===== config.mk =====
export PLATFORM = sky130hd
export DESIGN_NAME = part2_mac
export DESIGN_NICKNAME = d
export VERILOG_FILES = /design/src/rtl/part2_mac_pkg.sv /design/src/rtl/part2_mac_in_reg.sv /design/src/rtl/part2_mac.sv
export SDC_FILE = /design/constraint.sdc
export NUM_CORES = 1
export LEC_CHECK = 0
export CORE_ASPECT_RATIO = 0.8
export CORE_MARGIN = 2
export CORE_UTILIZATION = 64
export CTS_CLUSTER_DIAMETER = 120
export CTS_CLUSTER_SIZE = 20
export DETAILED_ROUTE_END_ITERATION = 10
export HOLD_SLACK_MARGIN = 0.06
export PLACE_DENSITY = 0.87
export SLEW_MARGIN = 20
export SYNTH_ARGS = -nofsm -noshare
export SYNTH_HDL_FRONTEND = slang
export SYNTH_SLANG_ARGS = --single-unit

===== constraint.sdc =====
create_clock -name clk -period 13.6 [get_ports clk]
set_clock_uncertainty 0.15 [all_clocks]
set_input_delay 2.72 -clock clk [delete_from_list [all_inputs] [get_ports clk]]
set_output_delay 2.72 -clock clk [all_outputs]
set_load 0.03 [all_outputs]

===== src/rtl/part2_mac_pkg.sv =====
// Shared widths, operand/accumulator types and the wrap/clamp rule for part2_mac.
package part2_mac_pkg;

    localparam int DEF_IN_W  = 8;
    localparam int DEF_ACC_W = 16;

    typedef logic signed [DEF_IN_W-1:0]   operand_t;
    typedef logic signed [2*DEF_IN_W-1:0] prod_t;
    typedef logic signed [DEF_ACC_W-1:0]  acc_t;

    // Wide carrier so a single function serves any ACC_W up to 62 bits.
    typedef logic signed [63:0] wide_t;

    function automatic wide_t sat_add(input wide_t acc, input wide_t product,
                                      input int acc_w, input bit saturate);
        wide_t sum;
        wide_t max_v;
        wide_t min_v;
        wide_t wrapped;
        int    sh;
        sum     = acc + product;
        max_v   = (wide_t'(1) <<< (acc_w - 1)) - wide_t'(1);
        min_v   = -max_v - wide_t'(1);
        sh      = 64 - acc_w;
        // Shift up then arithmetic shift down keeps the low acc_w bits, sign-extended.
        wrapped = (sum <<< sh) >>> sh;
        if (!saturate) begin
            return wrapped;
        end else if (sum > max_v) begin
            return max_v;
        end else if (sum < min_v) begin
            return min_v;
        end
        return sum;
    endfunction

endpackage


===== src/rtl/part2_mac_in_reg.sv =====
// Stage-1 capture of operands and valid; no enable, reset clears everything.
module part2_mac_in_reg #(
    parameter int IN_W = 8
) (
    input  logic                   clk,
    input  logic                   reset,
    input  logic signed [IN_W-1:0] a_i,
    input  logic signed [IN_W-1:0] b_i,
    input  logic                   valid_i,
    output logic signed [IN_W-1:0] a_o,
    output logic signed [IN_W-1:0] b_o,
    output logic                   valid_o
);

    logic signed [IN_W-1:0] a_q;
    logic signed [IN_W-1:0] b_q;
    logic                   valid_q;

    always_ff @(posedge clk) begin
        if (reset) begin
            a_q     <= '0;
            b_q     <= '0;
            valid_q <= 1'b0;
        end else begin
            a_q     <= a_i;
            b_q     <= b_i;
            valid_q <= valid_i;
        end
    end

    assign a_o     = a_q;
    assign b_o     = b_q;
    assign valid_o = valid_q;

endmodule


===== src/rtl/part2_mac.sv =====
// Two-stage signed multiply-accumulate: registered operands, then wrap or clamp accumulate.
module part2_mac
    import part2_mac_pkg::*;
#(
    parameter int IN_W     = DEF_IN_W,
    parameter int ACC_W    = DEF_ACC_W,
    parameter int SATURATE = 0
) (
    input  logic                    clk,
    input  logic                    reset,
    input  logic signed [IN_W-1:0]  a,
    input  logic signed [IN_W-1:0]  b,
    input  logic                    valid_in,
    output logic signed [ACC_W-1:0] f,
    output logic                    valid_out
);

    typedef logic signed [ACC_W-1:0] f_t;

    logic signed [IN_W-1:0]   a_r;
    logic signed [IN_W-1:0]   b_r;
    logic                     v_r;
    logic signed [2*IN_W-1:0] prod;
    wide_t                    acc_ext;
    wide_t                    prod_ext;
    f_t                       f_q;
    f_t                       f_d;
    logic                     valid_q;
    logic                     valid_d;

    part2_mac_in_reg #(
        .IN_W(IN_W)
    ) u_in_reg (
        .clk    (clk),
        .reset  (reset),
        .a_i    (a),
        .b_i    (b),
        .valid_i(valid_in),
        .a_o    (a_r),
        .b_o    (b_r),
        .valid_o(v_r)
    );

    assign prod     = a_r * b_r;
    assign acc_ext  = {{(64-ACC_W){f_q[ACC_W-1]}}, f_q};
    assign prod_ext = {{(64-2*IN_W){prod[2*IN_W-1]}}, prod};

    always_comb begin
        f_d     = f_q;
        valid_d = 1'b0;
        if (v_r) begin
            f_d     = f_t'(sat_add(acc_ext, prod_ext, ACC_W, SATURATE != 0));
            valid_d = 1'b1;
        end
    end

    always_ff @(posedge clk) begin
        if (reset) begin
            f_q     <= '0;
            valid_q <= 1'b0;
        end else begin
            f_q     <= f_d;
            valid_q <= valid_d;
        end
    end

    assign f         = f_q;
    assign valid_out = valid_q;

endmodule


==> results of run 1 <==
==> synth_stat cells (all sizes together) <==
cell and instances:
a21oi 8, a21boi 1, o21bai 2, mux2i 10, a21o 3, o22a 1, o21ai 6, and2 32
clkbuf 5, a211oi 6, nor2b 24, dfxtp 34, o211ai 2, mux2 1, nand2b 1, o21a 1
xnor2 16, nand2 28, buf 1, o311ai 1, ha 37, nor2 21, a22o 1, xor2 3
nor3b 2, o41ai 1, fa 71, or3b 1, inv 72
==> critical path, delay by kind of cell (launching register included) <==
kind | cells | cell delay (ns)
adder cells (fa/ha/maj) | 6 | 2.90
flip-flops | 1 | 0.50
buffers and inverters | 3 | 0.26
AO/OA/AOI/OAI | 4 | 0.98
AND/OR/NAND/NOR | 1 | 0.57
==> cell type report <==
| cell class | count | share of cell area [%] |
|---|---|---|
| Clock inverter | 2 | 0.280 |
| Clock buffer | 6 | 1.85 |
| Timing Repair Buffer | 36 | 8.00 |
| Multi-Input combinational cell | 280 | 66.4 |
| Inverter | 72 | 6.04 |
| Tap cell | 81 | 2.27 |
| Sequential cell | 34 | 15.2 |
==> routing by layer <==
layer  vias to the layer above  part of all wire (%)
met5                         -                     0
met4                         0                   2.3
met3                        27                   7.5
met2                       110                    48
met1                      1427                    42
li1                       1276                     -
==> metrics by stage <==
step,cells,instance area [um^2]
after detailed placement,503,4380
final,511,4470
after floorplan,392,3940
after global routing,511,4470
after global placement,503,4380
after CTS,511,4470
==> flip-flops by register name (all words and copies together), names as in the netlist <==
register / cells
f: 16
u_in_reg.b_o: 8
valid_out: 1
u_in_reg.valid_o: 1
u_in_reg.a_o: 8
==> power groups by stage <==
stage	Clock, mW	Combinational [mW]	Sequential, mW
2_1_floorplan	0	0.192	0.137
3_3_place_gp	0	0.264	0.129
3_5_place_dp	0	0.275	0.129
4_1_cts	0.0852	0.281	0.127
5_1_grt	0.0888	0.316	0.129
6_report	0.0838	0.281	0.127
==> worst paths after layout <==
path                              end  slack (ns)  cells after the start
worst max-delay path            f[12]        8.11                     14
worst min-delay path             f[6]        0.36                      2
worst max register to register  f[12]        8.11                     14
worst min register to register   f[6]        0.36                      2
==> logic make-up after synthesis <==
kind of cell,Yosys count,share of synthesized area [%]
buffers and inverters,78,7.43
AND/OR/NAND/NOR,109,14.3
adder cells (fa/ha/maj),108,47.8
multiplexers,11,2.82
XOR/XNOR,19,4.22
AO/OA/AOI/OAI,33,6.16
flip-flops,34,17.3
==> impl_results.md, run 1 <==
* Dpl hpwl at roughly 7 mm
* Final total power at between 0.4 and 0.5 mW
* Post-synthesis cell type count at 33
* Worst skew pair latency at 0.31 ns
* Area growth from synthesis to layout at 13.5%
* # Post-CTS Setup Buffers at 0
* Max VDD drop at 0.0000868 V
* Boundary Pins at 36
* Yosys top cell by area: fa_1
* Clock power frac at about 17%
* Register share of total power at between 20% and 30%
* Crit path DAT at 5.52 ns
* Num CTS Buffers at 5
* Sink Count at 34
* Startpoint Class: flip-flop
* CORE AREA at about 5900 um^2
* Global placer's final weighted congestion at approximately 0.86
* Die width at roughly 92 um
* Power per Cell Area at 110 nW/um^2
* Max-cap violation count at 0
* Worst Path Required at around 14 ns
* Register area at 681 um^2
* Longest Clk Path Bufs at 2
* Post-CTS Resized at 0
* Hold crit path type: reg2reg
* # setup viols final at 0
* Max Slew Vio Count at 0
* Met2 usage at 46.9%
* Synth Warn # at 0
* Slew margin rel. at between 30% and 40%
* Worst-path cell chain: and2_1 -> inv_1 -> fa_1 -> inv_1 -> fa_1 -> fa_1 -> fa_1 -> fa_1 -> ha_1 -> inv_1 -> o21bai_1 -> a211oi_1 -> o21ai_0 -> o311ai_0
* Crit path kind: reg2reg
* Commonest non-fill, non-tap cell in the layout: inv_1
* Final Core Density at roughly three quarters
* Die Y at 74.2 um
* Port Buffers at 35
* TNS Setup at 0 ns
* Worst-path maximum fanout at 9
* Commonest cells after routing, fill and taps aside: inv_1, fa_1, ha_1
* Met1 GRT Util at between 30% and 40%
* Global-route wire length before repair at 15.0 mm
* Vias in the first global route at between 3,000 and 4,000
* Fin crit share at between 40% and 50%
* Die area at between 6000 and 7000 um^2
* Syn Nets at between 500 and 600
* Initial DRC Count at between 100 and 150
* Fill count at 405
* Residual DRC at 0
* Syn Area/Cell at 10.1 um^2
* FF-to-FF Start: u_in_reg.b_o[0]
* Most Crowded Layer GR: met2
* #FFs+latches synth at 34
* Min-delay src: f[6]
* Met3 global-route usage at ~6.6%
* Largest net degree at the start of global routing at 23
* Slowest CP cell: fa_1
* Multi-input logic area at between 2000 and 3000 um^2
* CTS H-Tree Depth at 2
* Register area share after synthesis at ~17%
* DRT antenna net count at 0
* Share of post-route cells with drive strength above 1 at 3.72%
* Synth Instances at 392
* Hold buffer count at cts at 0
* Final hold slack at about 0.36 ns
* Post-DR wirelength/cell at between 15 and 20 um
* Critical path capture point type: flip-flop
* Pre-CTS setup slack at 8.29 ns
* Status: finished clean
* # rows at 25
* Final hold vios at 0
* Static Leakage at about 2.2 nW
* Critical Path Start: u_in_reg.b_o[0]
* Most common cell on crit path: fa_1
* Post-Syn Area at slightly below 4000 um^2
* Internal at 0.275 mW
* Pre-Repair DR Iteration Count at 4
* Diode count at 0
* Initial antenna violation count at 0
* CTS tree: done
* Comb pwr share at between 50% and 60%
* Via density at 5.56
* RSZ-0062 raised after global routing: no
* Via count at between 2,000 and 3,000
* Sw Share at between 40% and 50%
* Worst setup margin at between 8 and 9 ns
* Final-stage net count at roughly 560
* Net Switching at about 0.22 mW
* Synth area leaders: fa_1, dfxtp_1, ha_1
* Clock-pin slew on the worst setup and hold paths at roughly 0.08 ns
* Final wirelength at just under 9 mm
* Clock Tree Root: clkbuf_8
* Initial core utilization at about two thirds
* Max incr delay on CP at 0.60 ns
* Total track usage at between 20 and 30%
* Gr ovfl total at 0
* F_max at 0.182 GHz
* Post-synth top area share at between 30% and 40%
* Worst slew pin tran at around 1 ns
* Fin crit period at roughly 5.5 ns
Power figures use the tool's default switching activity.
==> run 2: changes to the inputs <==
CORE_UTILIZATION = 54   (was 64)
PLACE_DENSITY = 0.79   (was 0.87)
clock period = 4.8 ns   (was 13.6 ns; I/O delays follow)
==> run 2 against run 1 <==
  * Non-clock buffer count grew 15
  * Worst setup slack worse by 7.9 ns
  * Total power increased to 3.0 times the previous value
  * Utilization fell by 8.3 points
  * Global-route usage fell by 4.6 points
  * Via count shrank 3.1%
  * Maximum frequency rose by 19%
  * Clock power grew to 2.8 times the previous value
  * Critical path type unchanged
  * First-iteration DRC count is 27% lower
==> impl_results.md, run 2 (synthesis results as in run 1) <==
* Global-route wire length before repair at 15.0 mm (about the same)
* Residual DRC at 0 (unchanged)
* Sink Count at 34 (unchanged)
* Cell count after placement at 524 (was 503)
* Max incr delay on CP at 0.59 ns (was 0.60 ns)
* Initial antenna violation count at 0 (unchanged)
* Max VDD drop at 0.000258 V (was 0.0000868 V)
* Die area at 8000 um^2 (was 6810 um^2)
* Initial core utilization at 56.4% (was 66.3%)
* Longest Clk Path Bufs at 2 (unchanged)
* Slowest CP cell: fa_2 (was fa_1)
* Final Core Density at 67.0% (was 75.3%)
* Crit path buffers/inverters at 2 (was 3)
* Pre-CTS setup slack at 0.00883 ns (was 8.29 ns)
* Hold crit path type: reg2reg (unchanged)
* Critical path capture point type: flip-flop (unchanged)
* DP Area at 4500 um^2 (was 4380 um^2)
* Final wirelength at 8.70 mm (was 8.69 mm)
* Final hold slack at 0.369 ns (was 0.358 ns)
* Final std cells w/o fill at 532 (was 511)
* Status: finished clean (unchanged)
* Crit path kind: reg2reg (unchanged)
* Worst setup margin at 0.190 ns (was 8.11 ns)
* Initial DRC Count at 108 (was 147)
* Final-stage net count at 571 (was 556)
* Slew margin rel. at 35.3% (was 34.0%)
* Via count at 2,752 (was 2,840)
* F_max at 0.217 GHz (was 0.182 GHz)
* Diode count at 0 (unchanged)
* Static Leakage at 2.27 nW (was 2.19 nW)
* Final Cell Area at 4680 um^2 (was 4470 um^2)
* Worst skew pair latency at 0.30 ns (was 0.31 ns)
* Fin crit period at 4.61 ns (was 5.49 ns)
* Max FFs per register at 16 (unchanged)
* DRT antenna net count at 0 (unchanged)
* Post-DR wirelength/cell at 16.3 um (was 17.0 um)
* Vias in the first global route at 3,020 (was 3,092)
* Max-cap violation count at 0 (unchanged)
* Clock Tree Root: clkbuf_8 (unchanged)
* CTS H-Tree Depth at 2 (unchanged)
* Pre-Repair DR Iteration Count at 5 (was 4)
* Share of post-route cells with drive strength above 1 at 12.6% (was 3.72%)
* Worst slew pin tran at 0.970 ns (was 0.989 ns)
* CORE AREA at 6990 um^2 (was 5940 um^2)
* Total track usage at 24.5% (was 29.2%)
* Multi-input logic area at 3020 um^2 (was 2970 um^2)
* Area growth from synthesis to layout at 18.8% (was 13.5%)
* Fin crit share at 96.0% (was 40.4%)
* Gr ovfl total at 0 (unchanged)
* # Post-CTS Setup Buffers at 0 (unchanged)
* Die Y at 80.4 um (was 74.2 um)
* Register area at 713 um^2 (was 681 um^2)
* Global placer's final weighted congestion at 0.872 (was 0.858)
* Commonest cells after routing, fill and taps aside: inv_1, fa_1, ha_1, clkdlybuf4s50_1, and2_1 (was inv_1, fa_1, ha_1)
* CTS tree: done (unchanged)
* Port Buffers at 35 (unchanged)
* Fill count at 528 (was 405)
* Final hold vios at 0 (unchanged)
* Dpl hpwl at 7.11 mm (was 7.00 mm)
* Num CTS Buffers at 5 (unchanged)
* Worst-path maximum fanout at 8 (was 9)
* CP top delay family: adder cells (unchanged)
* Crit path DAT at 4.65 ns (was 5.52 ns)
* Boundary Pins at 36 (unchanged)
* Worst Path Required at 4.84 ns (was 13.63 ns)
* Most common cell on crit path: fa_1 (unchanged)
* Largest net degree at the start of global routing at 23 (unchanged)
* Commonest non-fill, non-tap cell in the layout: inv_1 (unchanged)
* Startpoint Class: flip-flop (unchanged)
* # rows at 27 (was 25)
* Power per Cell Area at 312 nW/um^2 (was 110 nW/um^2)
* Die width at 99.5 um (was 91.8 um)
* Worst-path cell chain: and2_1 -> fa_1 -> fa_1 -> inv_1 -> fa_1 -> inv_1 -> fa_2 -> ha_1 -> ha_1 -> o21ai_2 -> o21bai_1 -> a21oi_2 -> o21ai_1 -> xor2_1 -> a22o_1 (was and2_1 -> inv_1 -> fa_1 -> inv_1 -> fa_1 -> fa_1 -> fa_1 -> fa_1 -> ha_1 -> inv_1 -> o21bai_1 -> a211oi_1 -> o21ai_0 -> o311ai_0)
* Clock-pin slew on the worst setup and hold paths at 0.08 ns (about the same)
* Via density at 5.17 (was 5.56)
* Max Slew Vio Count at 0 (unchanged)
* TNS Setup at 0 ns (unchanged)
* # setup viols final at 0 (unchanged)
* Final total power at 1.46 mW (was 0.493 mW)
[run 2: cell count changes in the layout (fill, tap and decap cells not counted), sizes merged]
| cell | delta |
|---|---|
| buf | +15 |
[run 2: worst paths after layout]
check,startpoint,to,slack [ns],cells past startpoint
min reg2reg,f[6],f[6],0.37,2
max,u_in_reg.a_o[1],f[11],0.19,15
max reg2reg,u_in_reg.a_o[1],f[11],0.19,15
min,f[6],f[6],0.37,2
[run 2: final cells by class]
type | instances | area share, %
multi-input combinational | 280 | 64.5
sequential | 34 | 15.2
timing repair buffer | 51 | 10.1
inverter | 72 | 5.77
tap | 87 | 2.32
clock buffer | 6 | 1.76
clock inverter | 2 | 0.267
[run 2: metal layers]
metal | routed length, um | GRT usage, % | vias up
met5 | 0 | 0 | -
met1 | 4070 | 35.4 | 1352
met2 | 4030 | 38.9 | 81
met3 | 443 | 4.44 | 16
li1 | - | - | 1303
met4 | 155 | 5.62 | 0
[run 2: report_power, final]
part | switching [mW] | internal, mW | total (mW)
sequential | 0.0464 | 0.311 | 0.358
clock | 0.116 | 0.115 | 0.231
combinational | 0.477 | 0.397 | 0.874
total | 0.639 | 0.823 | 1.46
[run 2: worst reg2reg max path, delay by kind of cell (launching register included)]
kind | cells | cell delay (ns)
fa+ha+maj | 6 | 2.71
compound gates | 5 | 0.84
flops | 1 | 0.37
simple gates | 1 | 0.19
xor+xnor | 1 | 0.15
buf+inv | 2 | 0.11
[run 2: what timing repair did]
item                                    4_1_cts  5_1_grt
pin swaps                                     0        6
hold buffers                                  0        0
resized for setup                             1       33
endpoints found under the setup margin        1        8
==> run 3: changes to the inputs <==
ABC_AREA = 1   (was unset)
GPL_TIMING_DRIVEN = 0   (was unset)
PLACE_DENSITY = 0.78   (was 0.79)
==> run 3 against run 2 <==
  * Cell count up 30%
  * Global-route usage shrank 0.19 points
  * Flip-flop and latch count did not move
  * Utilization fell by 1.7 points
  * Sequential power decreased by 5%
  * Critical path type unchanged
  * Largest power group unchanged
  * Highest routed layer unchanged
==> impl_results.md, run 3 <==
* Post-synthesis cell type count at 31 (was 33)
* Vias in the first global route at 3,532 (was 3,020)
* Cell count after placement at 693 (was 524)
* Post-Syn Area at 4260 um^2 (was 3940 um^2)
* Die Y at 83.4 um (was 80.4 um)
* Final-stage net count at 711 (was 571)
* Crit path DAT at 4.61 ns (was 4.65 ns)
* Total track usage at 24.3% (was 24.5%)
* Boundary Pins at 36 (unchanged)
* Max VDD drop at 0.000199 V (was 0.000258 V)
* Synth area leaders: fa_1, dfxtp_1, inv_1 (was fa_1, dfxtp_1, ha_1)
* Min-delay src: f[0] (was f[6])
* Num CTS Buffers at 5 (unchanged)
* Worst slew pin tran at 0.565 ns (was 0.970 ns)
* Final total power at 1.31 mW (was 1.46 mW)
* Final wirelength at 9.40 mm (was 8.70 mm)
* Worst-path cell chain: nand2_2 -> clkinvlp_4 -> buf_12 -> fa_1 -> fa_1 -> fa_1 -> fa_1 -> ha_1 -> ha_1 -> a21oi_1 -> o21bai_2 -> inv_1 -> nand2_2 -> nand2_1 -> nand2_1 -> nand2_1 -> nand3_1 -> nand2_1 -> inv_1 (was and2_1 -> fa_1 -> fa_1 -> inv_1 -> fa_1 -> inv_1 -> fa_2 -> ha_1 -> ha_1 -> o21ai_2 -> o21bai_1 -> a21oi_2 -> o21ai_1 -> xor2_1 -> a22o_1)
* Global placer's final weighted congestion at 0.952 (was 0.872)
* #FFs+latches synth at 34 (unchanged)
* Fin crit period at 4.56 ns (was 4.61 ns)
* Diode count at 0 (unchanged)
* Commonest non-fill, non-tap cell in the layout: inv_1 (unchanged)
* Final std cells w/o fill at 689 (was 532)
* Initial antenna violation count at 0 (unchanged)
* Global-route wire length before repair at 16.5 mm (was 15.0 mm)
* Hold buffer count at cts at 0 (unchanged)
* Max FFs per register at 16 (unchanged)
* Clock Tree Root: clkbuf_8 (unchanged)
* Initial DRC Count at 292 (was 108)
* CORE AREA at 7530 um^2 (was 6990 um^2)
* Critical path capture point type: flip-flop (unchanged)
* Synth Instances at 554 (was 392)
* Crit path buffers/inverters at 4 (was 2)
* Die area at 8620 um^2 (was 8000 um^2)
* Syn Area/Cell at 7.69 um^2 (was 10.1 um^2)
* Syn Nets at 681 (was 519)
* Area growth from synthesis to layout at 15.4% (was 18.8%)
* Largest net degree at the start of global routing at 11 (was 23)
* Worst-path maximum fanout at 8 (unchanged)
* Main flop type after synthesis: dfxtp_1 (unchanged)
* Most frequent cell after synthesis: inv_1 (unchanged)
* Most frequent cells after synthesis: inv_1, nand2_1, fa_1 (was inv_1, fa_1, ha_1)
* Dpl hpwl at 7.90 mm (was 7.11 mm)
* CTS tree: done (unchanged)
* F_max at 0.219 GHz (was 0.217 GHz)
* Max Slew Vio Count at 0 (unchanged)
* FF-to-FF Start: u_in_reg.b_o[0] (was u_in_reg.a_o[1])
* Power per Cell Area at 267 nW/um^2 (was 312 nW/um^2)
* Yosys top cell by area: fa_1 (unchanged)
* Reg2Reg Depth at 19 (was 15)
* Max-cap violation count at 0 (unchanged)
* Die width at 103 um (was 99.5 um)
* Post-synth EDFFs at 0 (unchanged)
* CTS H-Tree Depth at 2 (unchanged)
* RSZ-0062 raised after global routing: yes
* Share of post-route cells with drive strength above 1 at 8.05% (was 12.6%)
* Post-synth top area share at 33.4% (was 36.1%)
* Final Core Density at 65.3% (was 67.0%)
* CP top delay family: adder cells (unchanged)
* Slowest CP cell: fa_1 (was fa_2)
* Post-DR wirelength/cell at 13.6 um (was 16.3 um)
* # setup viols final at 0 (unchanged)
* DRT antenna net count at 0 (unchanged)
* Max incr delay on CP at 0.59 ns (about the same)
* Slew margin rel. at 62.3% (was 35.3%)
* Clock-pin slew on the worst setup and hold paths at 0.07 ns (was 0.08 ns)
* Longest Clk Path Bufs at 2 (unchanged)
* Final hold slack at 0.351 ns (was 0.369 ns)
* Endpoint of the worst hold path: f[0] (was f[6])
* Commonest cells after routing, fill and taps aside: inv_1, nand2_1, fa_1 (was inv_1, fa_1, ha_1, clkdlybuf4s50_1, and2_1)
* Residual DRC at 0 (unchanged)
* Startpoint Class: flip-flop (unchanged)
* Static Leakage at 2.85 nW (was 2.27 nW)
* Ys async rst share at 0% (unchanged)
* Crit path kind: reg2reg (unchanged)
* Reg-to-reg endpoint: f[13] (was f[11])
* Port Buffers at 34 (was 35)
* Worst Path Required at 4.84 ns (about the same)
* Sink Count at 34 (unchanged)
* Initial core utilization at 56.6% (was 56.4%)
* Cell count along the critical path at 19 (was 15)
* Fin crit share at 95.1% (was 96.0%)
* # rows at 28 (was 27)
* Via density at 4.87 (was 5.17)
* Worst skew pair latency at 0.29 ns (was 0.30 ns)
* Final hold vios at 0 (unchanged)
* Via count at 3,358 (was 2,752)
* Hold Path Depth at 2 (unchanged)
* Status: finished clean (unchanged)
* Gr ovfl total at 0 (unchanged)
* Hold crit path type: reg2reg (unchanged)
* Synth Warn # at 0 (unchanged)
* Register area share after synthesis at 16.0% (was 17.3%)
* Pre-Repair DR Iteration Count at 5 (unchanged)
* R2r setup slk at 0.24 ns (was 0.19 ns)
-- run 3: changes by cell type in the layout (fill, tap and decap cells not counted), moves of 5 or more --
cell and change:
and2_1 -30, nand2_1 +99, nand2_2 +5, nor2_1 +27
xnor2_1 -15, a21oi_1 +6, nor2b_1 -24, inv_1 +73
buf_4 -12, nand3_1 +20, mux2i_1 -10
-- run 3: final cells by class --
type,instances,area (um^2)
Tap cell,105,131
Clock inverter,1,30.0
Buffer,6,31.3
Fill cell,637,2610
Multi-Input combinational cell,349,2980
Inverter,150,571
Clock buffer,6,82.6
Sequential cell,34,708
Timing Repair Buffer,38,383
-- run 3: logic make-up (layout without fill, tap and decap cells) --
family                   after synthesis  after routing  share of synthesized area [%]
adder cells (fa/ha/maj)              108            108                           44.2
XOR/XNOR                               5              5                           1.03
flip-flops                            34             34                           16.0
AO/OA/AOI/OAI                         27             27                           3.91
buffers and inverters                171            201                           15.3
AND/OR/NAND/NOR                      209            209                           19.6
-- run 3: how the worst max path moves through the flow --
stage / startpoint / endpoint
after floorplan: u_in_reg.b_o[2] / f[15]
after global placement: u_in_reg.b_o[2] / f[15]
after detailed placement: u_in_reg.b_o[2] / f[15]
after CTS: u_in_reg.b_o[3] / f[15]
after global routing: u_in_reg.b_o[1] / f[15]
final: u_in_reg.b_o[0] / f[13]
-- run 3: routing by layer --
metal / vias to the layer above / track usage [%] / wire length (um)
li1: 1651 / - / -
met1: 1601 / 35.9 / 4330
met2: 100 / 37.7 / 4380
met3: 6 / 4.80 / 642
met4: 0 / 4.07 / 50
met5: - / 0 / 0
-- run 3: through the flow --
step / setup TNS, ns / area (um^2) / setup slack (ns)
detailed placement: -1.23 / 4730 / -0.364
global route: -0.0250 / 4920 / -0.0177
global placement: -0.722 / 4730 / -0.286
finish: 0 / 4920 / 0.235
floorplan: 0 / 4260 / 0.242
CTS: 0 / 4830 / 0.000323
-- run 3: timing repair --
item | CTS | global route
endpoints found under the setup margin | 7 | 8
pin swaps | 0 | 3
setup buffers | 0 | 4
gates cloned | 0 | 0
gates resized for setup | 5 | 27
-- run 3: worst register-to-register path: stages, from the launching register on --
cell        delay, ns
dfxtp_2          0.39
nand2_2          0.14
clkinvlp_4       0.12
buf_12           0.16
fa_1             0.53
fa_1             0.45
fa_1             0.59
fa_1             0.44
ha_1             0.31
ha_1             0.39
a21oi_1          0.24
o21bai_2         0.09
inv_1            0.07
nand2_2          0.05
nand2_1          0.08
nand2_1          0.06
nand2_1          0.06
nand3_1          0.07
nand2_1          0.06
inv_1            0.04
-- run 3: power breakdown --
part	total [mW]	internal (mW)	switching, mW
Sequential	0.339	0.304	0.0358
Clock	0.278	0.166	0.112
Combinational	0.696	0.293	0.403
